File: src/rtl/wb_trace_fifo.sv
// Writeback trace capture: first-word-fall-through FIFO of register-file write events,
// plus dropped, total and sticky-overflow bookkeeping so lost trace is always visible.
module wb_trace_fifo #(
  parameter int DEPTH = 16,
  parameter int PTR_W = 4,
  parameter int CNT_W = 16
) (
  input  logic              clk,
  input  logic              resetn,
  input  logic              cap_en,
  input  logic              clr,
  input  logic [31:0]       wb_pc,
  input  logic              wb_wen,
  input  logic [4:0]        wb_wnum,
  input  logic [31:0]       wb_wdata,
  output logic              trace_valid,
  input  logic              trace_ready,
  output logic [31:0]       trace_pc,
  output logic [4:0]        trace_wnum,
  output logic [31:0]       trace_wdata,
  output logic [PTR_W:0]    fifo_count,
  output logic              fifo_full,
  output logic              overflow,
  output logic [CNT_W-1:0]  drop_cnt,
  output logic [31:0]       event_cnt
);

  localparam int ENTRY_W = 32 + 5 + 32;
  localparam logic [PTR_W:0] FULL_CNT = (PTR_W + 1)'(DEPTH);

  logic [ENTRY_W-1:0] mem_reg [DEPTH];
  logic [PTR_W-1:0]   wr_ptr_reg;
  logic [PTR_W-1:0]   rd_ptr_reg;
  logic [PTR_W:0]     count_reg;
  logic               overflow_reg;
  logic [CNT_W-1:0]   drop_cnt_reg;
  logic [31:0]        event_cnt_reg;

  logic               ev;
  logic               pop;
  logic               push;
  logic               drop;
  logic               full;
  logic               not_empty;
  logic [ENTRY_W-1:0] head;

  assign full      = (count_reg == FULL_CNT);
  assign not_empty = (count_reg != '0);
  assign ev        = cap_en & wb_wen & (wb_wnum != 5'd0);
  assign pop       = not_empty & trace_ready;
  // A full FIFO still accepts an event when the head leaves in the same cycle.
  assign push      = ev & (~full | pop);
  assign drop      = ev & full & ~pop;

  // Storage is not reset; outputs are masked while empty so stale data never shows.
  always_ff @(posedge clk) begin
    if (push && !clr) begin
      mem_reg[wr_ptr_reg] <= {wb_pc, wb_wnum, wb_wdata};
    end
  end

  always_ff @(posedge clk or negedge resetn) begin
    if (!resetn) begin
      wr_ptr_reg    <= '0;
      rd_ptr_reg    <= '0;
      count_reg     <= '0;
      overflow_reg  <= 1'b0;
      drop_cnt_reg  <= '0;
      event_cnt_reg <= '0;
    end else if (clr) begin
      wr_ptr_reg    <= '0;
      rd_ptr_reg    <= '0;
      count_reg     <= '0;
      overflow_reg  <= 1'b0;
      drop_cnt_reg  <= '0;
      event_cnt_reg <= '0;
    end else begin
      if (push) wr_ptr_reg <= wr_ptr_reg + 1'b1;
      if (pop)  rd_ptr_reg <= rd_ptr_reg + 1'b1;
      case ({push, pop})
        2'b10:   count_reg <= count_reg + 1'b1;
        2'b01:   count_reg <= count_reg - 1'b1;
        default: count_reg <= count_reg;
      endcase
      if (drop) begin
        overflow_reg <= 1'b1;
        if (drop_cnt_reg != '1) drop_cnt_reg <= drop_cnt_reg + 1'b1;
      end
      if (ev) event_cnt_reg <= event_cnt_reg + 32'd1;
    end
  end

  assign head        = mem_reg[rd_ptr_reg];
  assign trace_valid = not_empty;
  assign trace_pc    = not_empty ? head[68:37] : 32'd0;
  assign trace_wnum  = not_empty ? head[36:32] : 5'd0;
  assign trace_wdata = not_empty ? head[31:0]  : 32'd0;
  assign fifo_count  = count_reg;
  assign fifo_full   = full;
  assign overflow    = overflow_reg;
  assign drop_cnt    = drop_cnt_reg;
  assign event_cnt   = event_cnt_reg;

endmodule

File: config.mk
export PLATFORM = sky130hd
export DESIGN_NAME = wb_trace_fifo
export DESIGN_NICKNAME = d
export VERILOG_FILES = /design/src/rtl/wb_trace_fifo.sv
export SDC_FILE = /design/constraint.sdc
export NUM_CORES = 1
export LEC_CHECK = 0
export CAP_MARGIN = 20
export CORE_UTILIZATION = 30
export DETAILED_ROUTE_END_ITERATION = 10
export HOLD_SLACK_MARGIN = 0.05
export PLACE_DENSITY = 0.44
export SLEW_MARGIN = 5
export SYNTH_ARGS = -nofsm -noshare
export SYNTH_HDL_FRONTEND = slang
export SYNTH_SLANG_ARGS = --single-unit
File: constraint.sdc
create_clock -name clk -period 5.7 [get_ports clk]
set_clock_uncertainty 0.15 [all_clocks]
set_input_delay 1.14 -clock clk [delete_from_list [all_inputs] [get_ports clk]]
set_output_delay 1.14 -clock clk [all_outputs]
set_load 0.02 [all_outputs]
# After elaboration in Yosys (flattened, before gate mapping)
# Memories as Yosys holds them, arrays and structs flattened.
# Cells that the tools add are included.
[word_totals]
register_bits = 62
ramBits = 1104
in_bits = 75
out_inout_bits = 125
word_cells = 55
memories = 1
[op_classes]
n_addsub = 6
n_eq_ne = 4
n_mux = 18
bitwise = 9
n_reduce_logical = 11
[mem_list]
columns = ["name", "depth", "width", "read_ports", "rd_ports_with_merged_regs", "wr", "line_no", "source"]
rows = [
  ["mem_reg", 16, 69, 1, 0, 1, "31", "logic [ENTRY_W-1:0] mem_reg [DEPTH];"],
]
[op_table]
columns = ["operator", "count"]
rows = [
  ["$mux 32", 4],
  ["$mux 16", 3],
  ["$add 32x1->32 const B", 1],
  ["$add 16x1->16 const B", 1],
  ["$mux 4", 4],
  ["$ne 16x16->1 const B", 1],
  ["$mux 5", 2],
  ["$pmux 5 s2", 1],
  ["$reduce_bool 2->1", 5],
  ["$reduce_bool 5->1", 2],
  ["$add 4x1->4 const B", 2],
  ["$and 1x1->1", 6],
  ["$add 5x1->5 const B", 1],
  ["$eq 5x5->1 const B", 1],
  ["$sub 5x1->5 const B", 1],
  ["$mux 1", 4],
  ["$reduce_bool 3->1", 1],
  ["$eq 2x1->1 const B", 1],
  ["$eq 2x2->1 const B", 1],
  ["$not 1->1", 2],
  ["$reduce_and 2->1", 1],
  ["$logic_and 1x1->1", 1],
  ["$logic_not 1->1", 1],
  ["$or 1x1->1", 1],
]

# Depth between registers and ports, before layout
[logic_depth]
word_depth = 7
mapped_depth = 11
depth_no_buf = 10

# Least setup slack after synthesis
# OpenSTA, ideal clock, no wires.
[synth_timing]
kind = "input -> register"
from = "input port trace_ready"
to = "memory mem_reg[12][0] in the netlist's numbering, enable pin"
setup_ps = 497
arrival_ps = 4884
required_ps = 5053
setup_slack_ps = 169
path_stages = 6
path_buffers = 1
path_cell_list = "clkbuf_1 > nand2b_1 > nor2_1 > nor2_1 > nand2_1 > nor2_1"
[synth_via]
elab_chain_cells = 6
[synth_rtl]
columns = ["item", "line_no", "source"]
rows = [
  ["start, declared", "17", "input logic trace_ready,"],
  ["$and 1x1->1", "50", "assign pop = not_empty & trace_ready;"],
  ["$or 1x1->1", "52", "assign push = ev & (~full | pop);"],
  ["$and 1x1->1", "52", ""],
  ["$logic_and 1x1->1", "57", "if (push && !clr) begin"],
  ["$mux 1", "57", ""],
  ["$mux 1 (not written as such)", "58", "mem_reg[wr_ptr_reg] <= {wb_pc, wb_wnum, wb_wdata};"],
  ["end, declared", "31", ""],
]
# No other way between the ends.

# Worst setup path after layout
[layout_timing]
from = "register rd_ptr_reg[0]"
to = "output port trace_pc[22]"
[layout_via]
elab_chain_cells = 2
[layout_rtl]
columns = ["item", "line_no", "source"]
rows = [
  ["start, declared", "33", "logic [PTR_W-1:0] rd_ptr_reg;"],
  ["start signal, assigned", "79", "if (pop) rd_ptr_reg <= rd_ptr_reg + 1'b1;"],
  ["$mem_v2 16x69", "--", ""],
  ["$mux 32", "95", "assign trace_pc = not_empty ? head[68:37] : 32'd0;"],
  ["end, declared", "18", "output logic [31:0] trace_pc,"],
]
# No other way between the ends.

==> impl_metrics.json <==
{
  "status": "completed",
  "avgSynthCellArea_um2": 21.8,
  "criticalPathCategory": "flop to output pin",
  "drcViolationCount": 0,
  "io_buffers": 199,
  "required_ps": 4410,
  "grt_pass1_vias": 23200,
  "fmax_mhz": 194,
  "grt_first_pass_wirelength_um": 162000,
  "p_leak_nw": 16.3,
  "hpwl_um": 59700,
  "cp.arrival_ps": 3860,
  "setup_tns_ps": 0,
  "critical_path.max_stage_delay_ps": 1000,
  "route.detailed.wl_per_inst_um": 24.8,
  "netlist_top_cells_area": "edfxtp_1 (74%), mux4_2 (14%), dfrtp_1 (3.4%)",
  "nNetsFinal": 2444,
  "worst_setup_path_end_kind": "output pin",
  "critPathBufInv": 2,
  "syn-num-nets": 2148,
  "synthArstFlopShare_pct": 5.32,
  "numCtsBuffers": 133,
  "die_area_um2": 152000,
  "synthMostInstantiatedCell": "edfxtp_1",
  "clk_latency_ps": 760,
  "routed_wl_um": 111000,
  "ys_types": 41,
  "synth_edf_count": 1104,
  "place.gp.congestion": 0.739,
  "worstPathMaxFanout": 32,
  "drive_gt1_share_pct": 22.3,
  "num_vias": 21300,
  "synth.top_cell.area_share_pct": 73.7,
  "core.rowCount": 141,
  "synthTopCellsByCount": "edfxtp_1 (1,104), mux4_2 (276), mux2i_1 (140), o22ai_1 (72), nor2_1 (71)",
  "die_h_um": 389,
  "period_needed_ps": 5150,
  "yosys_warnings": 0,
  "final_antenna_net_count": 0,
  "hold_viol": 0,
  "tightest_slew_ps": 1090,
  "drtPass1Iterations": 5,
  "drtIter0Drc": 1457,
  "vdd_drop_max_uv": 287,
  "fin_hold_ws_ps": 375,
  "worst_setup_path_start_kind": "flop",
  "slew_headroom_pct": 27.2,
  "slew_viol_final": 0,
  "rsz0062_at_grt": "false",
  "cap_violations": 0,
  "start_util_pct": 30.3,
  "setup_viol": 0,
  "cts_tree": "done",
  "yosysTopAreaCell": "edfxtp_1",
  "grt_overflow": 0,
  "cts_setup_buffers": 0,
  "synth_area_um2": 45000,
  "powerDensity_nw_per_um2": 384,
  "clk_path_buf_depth": 3,
  "grt_max_degree": 70,
  "ys.flop_type": "edfxtp_1",
  "hold_buffers": 0,
  "chipWidth_um": 389,
  "synth_cells": 2062,
  "post-route-period-util_pct": 90.4,
  "htree_levels": 4,
  "synth_seq_area_share_pct": 77.1,
  "hp-class": "flop to flop",
  "cp_slowest_cell": "dfrtp_4",
  "area_growth_pct": 20.5,
  "io_pins": 200,
  "viasPerCell": 4.77,
  "cts_resized": 0,
  "clkTransAtPathRegs_ps": 60,
  "antenna_found_initial": 14,
  "grt_use_total_pct": 14.7,
  "ys_ff_latch": 1166,
  "power_mw": 20.8,
  "core_area_um2": 148000,
  "cts_sinks": 1166,
  "crit_family": "flip-flops",
  "largest_register_ffs": 1104,
  "path_cells": "buf_12, mux4_2, mux2i_1, o22ai_1, clkdlybuf4s50_1",
  "cts-root-buf": "clkbuf_16"
}
==> path summary, 6_finish.rpt <==
check	slack (ps)	from	to	cells past startpoint
max	550	rd_ptr_reg[0]	trace_pc[22]	5
min	370	overflow	overflow	2
max reg2reg	2780	fifo_count[1]	fifo_count[4]	10
min reg2reg	370	overflow	overflow	2
max in group asynchronous	4360	resetn	rd_ptr_reg[3]	2
min in group asynchronous	420	resetn	drop_cnt[11]	2
==> per-layer routing <==
metal  GRT usage, %  up-vias  wire [um]  part of all wire, %
met4           4.12       10       2040                  1.8
li1               -     9236          -                    -
met3           3.27      160       5750                  5.2
met1           19.7    11400      49100                   44
met5              0        -         63                0.057
met2           24.0      476      53700                   48
==> final cells by class <==
class / instances / area [um2]
Tap cell: 2002 / 2500
Multi-Input combinational cell: 777 / 9930
Timing Repair Buffer: 271 / 2910
Inverter: 9 / 33.8
Clock inverter: 68 / 597
Clock buffer: 170 / 3530
Fill cell: 13600 / 94100
Sequential cell: 1166 / 34700
Antenna cell: 2 / 5.00
==> layout by cell type, fill, tap and decap left out, drive strengths merged, types with 25 or more instances in the layout <==
master,Yosys,layout
clkdlybuf4s50,0,197
mux4,276,276
nor2,71,71
nand3,25,25
clkbuf,63,171
edfxtp,1104,1104
dfrtp,62,62
nand2,29,29
mux2i,140,140
clkinv,0,54
xor2,27,27
o22ai,72,72
buf,47,73
==> worst register-to-register path: stages, from the launching register on <==
cell       delay (ps)
dfrtp_1           430
nor4_1            380
nand2b_1          310
nand3_1           230
inv_1             100
ha_1              340
nand2b_1           60
o2bb2ai_1         170
or3_1             350
a31oi_1           180
a21oi_1            90
==> logic make-up (layout without fill, tap and decap cells) <==
family | Yosys count | in the layout | share of synthesized area [%]
adders and majority gates | 11 | 11 | 0.323
and+or+nand+nor | 199 | 199 | 2.17
other | 0 | 2 | 0
DFF | 1166 | 1166 | 77.1
muxes | 417 | 417 | 17.0
buffers and inverters | 119 | 518 | 1.09
AOI/OAI and AO/OA | 103 | 103 | 1.41
xor gates and xnor gates | 47 | 47 | 0.915
==> metrics by stage <==
stage | instance area, um2 | util [%] | std cells | setup slack (ps)
floorplan | 45000 | - | 2062 | 169
finish | 54200 | 36.5 | 4465 | 548
global route | 54200 | 36.5 | 4463 | 309
global placement | 50100 | 33.8 | 4224 | 765
detailed placement | 50100 | 33.8 | 4224 | 714
CTS | 54200 | 36.5 | 4462 | 355
==> power breakdown <==
part	total [mW]	leakage, nW	switching [mW]	internal [mW]
Sequential	9.51	10.8	0.0917	9.42
Combinational	3.23	3.48	1.66	1.57
Clock	8.06	2.01	3.42	4.64
Power figures use the tool's default switching activity.
==> RTL edit (same settings) <==
`CNT_W`: 16 -> 18.
--- a/src/rtl/wb_trace_fifo.sv
+++ b/src/rtl/wb_trace_fifo.sv
@@ -3,7 +3,7 @@
 module wb_trace_fifo #(
   parameter int DEPTH = 16,
   parameter int PTR_W = 4,
-  parameter int CNT_W = 16
+  parameter int CNT_W = 18
 ) (
   input  logic              clk,
   input  logic              resetn,
Ports: changed (resized drop_cnt); port bits go from 200 to 202. No check against the original RTL was run, so the function may have changed too.
==> RTL edit against the unedited design <==
Combinational power grew 49%. Sequential cell count grew 2. Fmax shrank 0.94%. Core utilization is essentially flat. Synthesized area grew 1.1%. Via count grew 0.34%. Sequential power is essentially flat. Critical endpoint is now trace_wdata[29]. Final area grew 1.1%. Sequential share of layout area shrank 0.58 points. Worst setup slack lost 0.049 ns. Total power grew 7.7%. Routed wire length grew 2.5%.
==> RTL edit: results (changes against the unedited design) <==
* Highest fanout seen on the critical path at 17 (-47%)
* Leakage at 16.7 nW (+2.5%)
* Maximum VDD drop at 288 uV (+0.11%)
* Sequential group share of total power at 0.425 (-0.032)
* Count of flip-flops with a built-in enable after synthesis at 1104 (unchanged)
* Post-DR wirelength/cell at 25.5 um (+3.1%)
* Post-detail-place hpwl at 65000 um (+8.9%)
* Nets in the synthesized netlist at 2093 (-2.6%)
* Port-buffer cells at 201 (+1.0%)
* Netlist cell types at 53 (+29%)
* Number of global-route vias before repair at 23300 (+0.37%)
* CTS Buf Count at 134 (+0.75%)
* Area share of xor/xnor cells in the synthesized design at 0.00616 (-0.00299)
* End point of the critical path: trace_wdata[29]
* Post-layout nets at 2405 (-1.6%)
* Worst-case register-to-register setup slack at 2.23 ns (-0.55 ns)
* Final GP Congestion at 0.741 (+0.28%)
* Logic depth of the worst register-to-register path at 9 (-1)
* Commonest cells in the synthesized netlist: sky130_fd_sc_hd__edfxtp_1, sky130_fd_sc_hd__mux4_2, sky130_fd_sc_hd__and2_1
* Detailed Routing Iterations Pass 1 at 4 (-1)
* Number of fill cells in the layout at 13700 (+0.85%)
* Area of placed instances at 50700 um2 (+1.3%)
* Arrival time at the worst endpoint at 3.91 ns (+0.05 ns)
* Sequential-to-total area share from yosys stat at 0.764 (-0.00703)
* Share of the synthesized area in compound gates (AO/OA/AOI/OAI) at 0.00754 (-0.00659)
* Overall global routing resource usage at 0.151 (+0.00411)
* Total number of H-tree levels at 4 (unchanged)
* Share of synthesized flip-flops with an asynchronous set or reset at 0.0548 (+0.00162)
* Iter 0 DRT Violations at 1651 (+13%)
* Maximum clock frequency at 0.192 GHz (-0.94%)
* First-pass GRT wire length at 166000 um (+2.9%)
* Met2 GRT Util at 0.246 (+0.00573)
* Layout cells sized above 1 at 0.261 (+0.0377)
* DR vias/cell at 4.82 (+0.88%)
* Hold slack final at 0.298 ns (-0.0770 ns)
* Most area-consuming cells after synthesis: sky130_fd_sc_hd__edfxtp_1, sky130_fd_sc_hd__mux4_2, sky130_fd_sc_hd__dfrtp_1
* Met1 Resource Use GR at 0.202 (+0.00502)
* Worst max-slew margin expressed relative to the limit at 0.326 (+0.0539)
* Multiplexer area fraction after synthesis at 0.175 (+0.00512)
* Setup WS pre-CTS at 0.795 ns (+0.0813 ns)
* Global routing usage on met3 at 0.0360 (+0.00332)
* Run status: completed
-- RTL edit: worst max-delay path, stage by stage, from the launching register on --
cell and delay, ns:
sky130_fd_sc_hd__dfrtp_4 0.64, sky130_fd_sc_hd__buf_12 0.25, sky130_fd_sc_hd__buf_4 0.33, sky130_fd_sc_hd__mux4_2 0.56, sky130_fd_sc_hd__mux4_2 0.53, sky130_fd_sc_hd__and2_1 0.19, sky130_fd_sc_hd__clkdlybuf4s50_1 0.62
-- RTL edit: layer usage --
layer / vias to the layer above / routed length (um)
li1: 9093 / -
met1: 11600 / 49700
met2: 478 / 55600
met3: 175 / 5680
met4: 18 / 2370
met5: - / 102
-- RTL edit: cell type report --
type                    instances  area (um2)  area share
diodes                          1        2.50   0.0000457
clock buffers                 176        3600      0.0656
multi-input cells             719       10300       0.188
well taps                    2016        2520      0.0460
flip-flops and latches       1168       34800       0.634
repair buffers                277        3070      0.0561
clock inverters                65         475     0.00868
inverters                      19        71.3     0.00130
